[src/rtl/rc4_mem_sequencer.sv]
// Sequencer for the RC4 S-memory phases (init, KSA, PRGA): issues one-cycle start
// pulses in order, waits on each finish under a watchdog, and owns the shared write port.
module rc4_mem_sequencer #(
    parameter int ADDR_W  = 8,
    parameter int DATA_W  = 8,
    parameter int TIMEOUT = 1024
) (
    input  logic              clock,
    input  logic              reset,
    input  logic              start,
    output logic              done,
    output logic              error,
    output logic [1:0]        phase,
    output logic              init_start,
    output logic              ksa_start,
    output logic              prga_start,
    input  logic              init_finish,
    input  logic              ksa_finish,
    input  logic              prga_finish,
    input  logic [ADDR_W-1:0] init_address,
    input  logic [ADDR_W-1:0] ksa_address,
    input  logic [ADDR_W-1:0] prga_address,
    input  logic [DATA_W-1:0] init_data,
    input  logic [DATA_W-1:0] ksa_data,
    input  logic [DATA_W-1:0] prga_data,
    input  logic              init_wren,
    input  logic              ksa_wren,
    input  logic              prga_wren,
    output logic [ADDR_W-1:0] mem_address,
    output logic [DATA_W-1:0] mem_data,
    output logic              mem_wren
);

    localparam int CNT_W = $clog2(TIMEOUT) + 1;
    // With TIMEOUT=0 this limit is never consulted: the watchdog is gated off entirely.
    localparam logic [CNT_W-1:0] WD_LIMIT = CNT_W'(TIMEOUT - 1);

    typedef enum logic [3:0] {
        ST_IDLE       = 4'd0,
        ST_START_INIT = 4'd1,
        ST_WAIT_INIT  = 4'd2,
        ST_START_KSA  = 4'd3,
        ST_WAIT_KSA   = 4'd4,
        ST_START_PRGA = 4'd5,
        ST_WAIT_PRGA  = 4'd6,
        ST_DONE       = 4'd7,
        ST_ERROR      = 4'd8
    } state_t;

    state_t           state_r;
    state_t           state_next_s;
    logic [CNT_W-1:0] wd_cnt_r;
    logic             in_wait_s;
    logic             wd_expired_s;

    assign in_wait_s    = (state_r == ST_WAIT_INIT) || (state_r == ST_WAIT_KSA) ||
                          (state_r == ST_WAIT_PRGA);
    assign wd_expired_s = (TIMEOUT != 0) && (wd_cnt_r == WD_LIMIT);

    // State register with synchronous active-low reset.
    always_ff @(posedge clock) begin
        if (!reset) begin
            state_r <= ST_IDLE;
        end else begin
            state_r <= state_next_s;
        end
    end

    // Watchdog: zero outside WAIT states, so every WAIT entry starts counting from 0.
    always_ff @(posedge clock) begin
        if (!reset) begin
            wd_cnt_r <= '0;
        end else if (TIMEOUT == 0) begin
            wd_cnt_r <= '0;
        end else if (in_wait_s) begin
            wd_cnt_r <= wd_cnt_r + CNT_W'(1'b1);
        end else begin
            wd_cnt_r <= '0;
        end
    end

    // Next-state logic; only the owning phase's finish is examined, and it beats the watchdog.
    always_comb begin
        state_next_s = state_r;
        case (state_r)
            ST_IDLE: begin
                if (start) state_next_s = ST_START_INIT;
                else       state_next_s = ST_IDLE;
            end
            ST_START_INIT: state_next_s = ST_WAIT_INIT;
            ST_WAIT_INIT: begin
                if (init_finish)       state_next_s = ST_START_KSA;
                else if (wd_expired_s) state_next_s = ST_ERROR;
                else                   state_next_s = ST_WAIT_INIT;
            end
            ST_START_KSA: state_next_s = ST_WAIT_KSA;
            ST_WAIT_KSA: begin
                if (ksa_finish)        state_next_s = ST_START_PRGA;
                else if (wd_expired_s) state_next_s = ST_ERROR;
                else                   state_next_s = ST_WAIT_KSA;
            end
            ST_START_PRGA: state_next_s = ST_WAIT_PRGA;
            ST_WAIT_PRGA: begin
                if (prga_finish)       state_next_s = ST_DONE;
                else if (wd_expired_s) state_next_s = ST_ERROR;
                else                   state_next_s = ST_WAIT_PRGA;
            end
            ST_DONE, ST_ERROR: begin
                if (start) state_next_s = ST_START_INIT;
                else       state_next_s = state_r;
            end
            default: state_next_s = ST_IDLE;
        endcase
    end

    // Output decode and memory-port mux; the port is idle in every non-WAIT state.
    always_comb begin
        done        = 1'b0;
        error       = 1'b0;
        phase       = 2'd0;
        init_start  = 1'b0;
        ksa_start   = 1'b0;
        prga_start  = 1'b0;
        mem_address = '0;
        mem_data    = '0;
        mem_wren    = 1'b0;
        case (state_r)
            ST_START_INIT: init_start = 1'b1;
            ST_START_KSA:  ksa_start  = 1'b1;
            ST_START_PRGA: prga_start = 1'b1;
            ST_WAIT_INIT: begin
                phase       = 2'd1;
                mem_address = init_address;
                mem_data    = init_data;
                mem_wren    = init_wren;
            end
            ST_WAIT_KSA: begin
                phase       = 2'd2;
                mem_address = ksa_address;
                mem_data    = ksa_data;
                mem_wren    = ksa_wren;
            end
            ST_WAIT_PRGA: begin
                phase       = 2'd3;
                mem_address = prga_address;
                mem_data    = prga_data;
                mem_wren    = prga_wren;
            end
            ST_DONE:  done  = 1'b1;
            ST_ERROR: error = 1'b1;
            default: begin
                done = 1'b0;
            end
        endcase
    end

endmodule

[config.mk]
export PLATFORM = sky130hd
export DESIGN_NAME = rc4_mem_sequencer
export DESIGN_NICKNAME = d
export VERILOG_FILES = /design/src/rtl/rc4_mem_sequencer.sv
export SDC_FILE = /design/constraint.sdc
export NUM_CORES = 1
export LEC_CHECK = 0
export CAP_MARGIN = 0
export CORE_MARGIN = 3
export CORE_UTILIZATION = 25
export DETAILED_ROUTE_END_ITERATION = 7
export DONT_BUFFER_PORTS = 1
export HOLD_SLACK_MARGIN = 0.1
export PLACE_DENSITY = 0.44
export REMOVE_ABC_BUFFERS = 1
export SYNTH_ARGS = -nofsm -noshare
export SYNTH_HDL_FRONTEND = slang
export SYNTH_SLANG_ARGS = --single-unit
[constraint.sdc]
create_clock -name clock -period 4.2 [get_ports clock]
set_input_delay 0.84 -clock clock [delete_from_list [all_inputs] [get_ports clock]]
set_output_delay 0.84 -clock clock [all_outputs]
set_load 0.01 [all_outputs]
==> results by group <==
Detailed routing
  – Routed WL: approximately 3300 µm
  – Via-to-Cell Ratio: around 5.2
  – Drt wl/cell: ~15 µm
  – DR pass1 iterations: 4
  – Iter 0 DRT Violations: 26
  – Via count: 1133
  – Routed Antenna Nets: 0
  – Detailed-route DRC error count: 0

Cells and area
  – Final design utilization: around 28%
  – Area growth syn-to-layout: 6.45%
  – Final net count: 211
  – Most frequent cells in the layout: nor2_1 (31), mux2_2 (17), a22oi_1 (17), dfxtp_1 (15), nand2_1 (8)
  – Post-Layout Cell Count: 219
  – Commonest non-fill, non-tap cell in the layout: nor2_1
  – Number of diodes: 0
  – Share of cells above drive strength 1: 15.8%

GRT
  – GR Util met1: about an eighth
  – First-pass GRT wire length: 5410 µm
  – GRT Residual Overflow: 0
  – Total track usage: about 11%
  – GR met3 Demand/Resource: ~4.6%
  – Largest net degree at the start of global routing: 35
  – Number of global-route vias before repair: approximately 1100
  – Met2 GRT Util: 19.9%
  – GRT Max-Usage Layer: met2
  – Initial antenna violation count: 0

Clock tree
  – Hold buffers post-CTS: 0
  – CTS tree: built
  – Clk slew on worst S/H paths: around 0.06 ns
  – Clk buf depth: 2
  – Clock latency on the worst-skew pair: roughly 0.24 ns
  – CTS H-Tree Depth: 1
  – TritonCTS Buffers: 3
  – Root buf cell: clkbuf_8
  – CTS sink cnt: 15
  – CTS resizes: 0
  – Post-CTS Setup Bufs: 0

Place
  – IO Port Bufs: 0
  – Placer Congestion: approximately 0.78
  – Placed cells: between 200 and 250
  – DP HPWL: 2660 µm

Synthesis
  – Mapped Area: ~1200 µm²
  – Distinct cell type count after synthesis: 37
  – Post-synthesis xor/xnor area fraction: under 10%
  – Yosys top cell area share: 24.2%
  – Yosys warns: 0
  – Top cells by area, synth: dfxtp_1 (24%), mux2_2 (15%), a22oi_1 (10%)
  – Synth Area in Adders: under 10%
  – Mux cell area share after synthesis: approximately 17%
  – Mean Syn Cell Area: between 7 and 8 µm²
  – Synth Area in Simple Gates: 27.4%
  – Largest family of logic cells by synthesized area: simple AND/OR/NAND/NOR gates
  – Seq/Total Area, Yosys: between 20 and 25%
  – Synth Area in Compound Gates: 18.3%
  – Synth Instances: roughly 160
  – Yosys top cell by area: dfxtp_1
  – Post-synthesis register bit count: 15

Power and ir drop
  – Combinational power share: a little under three fifths
  – Part of the power in registers: roughly 27%
  – Leakage power: between 0.4 and 0.5 nW
  – Peak supply drop: approximately 0.14 mV
  – Cell Pwr Density: around 530 nW/µm²
  – Clock power frac: about 16%
  – Total power: 0.694 mW
  – Switching power: 0.312 mW
  – Switch share: ~45%
  – Power Internal: 0.382 mW

Worst setup path
  – Crit-path cells: buf_4, mux2_2, a22oi_1, nor2_1
  – Worst setup EP type: primary output
  – Biggest cell delay along the critical path: approximately 0.6 ns
  – Startpoint Class: flip-flop
  – WP buf/inv: 1
  – Slowest stage cell, crit path: dfxtp_1
  – Crit-path max FO: 17
  – Critical Path RT: between 3 and 4 ns
  – Crit Path Category: flip-flop to primary output
  – Top delay family on crit path: flip-flops
  – Arr. time, crit path: ~1.8 ns

Die
  – Total core area: ~4800 µm²
  – Initial core utilization: a little over a quarter
  – Die Y: about 76 µm
  – DIE AREA: 5850 µm²
  – Num rows: 25
  – Die X: 76.5 µm
  – IO Pins: between 80 and 90

Min path
  – Hold WC Path Type: flip-flop to flip-flop

Timing
  – Setup-failing EPs final: 0
  – FMAX: between 300 and 400 MHz
  – Pin slew with the least headroom to its limit: a little under 1 ns
  – Fin Clk Skew: 0.00277 ns
  – Slew HR: 33.8%
  – Slew Viols, Final: 0
  – RSZ-0062 raised after global routing: false
  – Final Cycle Share: between 60% and 70%
  – Post-layout min period: 2.66 ns
  – Setup TNS: 0 ns
  – Final hold violation count: 0
  – Min Hold Slack: 0.458 ns

Flow run
  – Max cap viols: 0

Run status
  – Status: completed
-- layer usage --
layer,part of all wire [%],routed length [µm],up-vias
li1,-,-,554
met1,40,1330,507
met2,48,1590,70
met3,11,366,2
met4,0.51,17,0
met5,0,0,-
-- stage by stage --
| stage | worst slack [ns] | area, µm² |
|---|---|---|
| after global placement | 1.83 | 1280 |
| after floorplan | 1.30 | 1170 |
| after global routing | 1.38 | 1320 |
| after detailed placement | 1.79 | 1280 |
| after CTS | 1.52 | 1320 |
| final | 1.54 | 1320 |
-- power by group through the flow --
stage | Clock (mW) | Combinational [mW] | Sequential, mW
after floorplan | 0 | 0.281 | 0.220
after global placement | 0 | 0.389 | 0.190
after detailed placement | 0 | 0.395 | 0.191
after CTS | 0.118 | 0.396 | 0.188
after global routing | 0.130 | 0.436 | 0.194
final | 0.114 | 0.392 | 0.188
-- layout make-up --
cell class / count / area, µm²
fillers: 510 / 3430
multi-input cells: 128 / 862
flip-flops and latches: 15 / 300
well taps: 67 / 83.8
clock buffers: 4 / 45.0
repair buffers: 3 / 22.5
inverters: 2 / 7.51
-- logic make-up (layout without fill, tap and decap cells) --
family	count (synthesis)	after routing
flip-flops	15	15
AO/OA/AOI/OAI	31	31
adder cells (fa/ha/maj)	1	1
buffers and inverters	14	9
multiplexers	19	19
AND/OR/NAND/NOR	69	69
XOR/XNOR	8	8
-- sequential cells by signal, summed over array words and instances, names as in the netlist --
signal,cells
state_r,4
wd_cnt_r,11
-- tightest hold or removal path, cell delays in order, from the launching register on --
cell and delay [ns]:
dfxtp_1 0.31, nand2_1 0.05, a21oi_1 0.05
-- cell usage after synthesis --
cell	instances
a21oi_1	3
a221o_1	2
a22oi_1	17
a32o_1	1
a41oi_1	1
and2_1	3
and2b_1	1
and3_1	1
and3b_1	1
and4_1	2
and4_4	1
buf_2	9
buf_4	2
buf_6	1
dfxtp_1	15
ha_1	1
inv_1	2
mux2_2	17
mux2i_1	2
nand2_1	8
nand2b_1	1
nand3_1	7
nand4_1	2
nand4b_1	1
nor2_1	31
nor2b_1	4
nor3_1	3
nor3b_1	1
o2111ai_1	1
o211ai_1	2
o21a_1	1
o21ai_0	1
o21ai_1	2
or2_0	1
or2b_1	1
xnor2_1	1
xor2_1	7
-- worst paths after layout --
| path | startpoint | end | slack (ns) | cells past startpoint |
|---|---|---|---|---|
| max reg2reg | state_r[0] | state_r[3] | 2.41 | 3 |
| min | wd_cnt_r[10] | wd_cnt_r[10] | 0.46 | 2 |
| min reg2reg | wd_cnt_r[10] | wd_cnt_r[10] | 0.46 | 2 |
| max | state_r[2] | mem_address[0] | 1.54 | 4 |
Power figures use the tool's default switching activity.
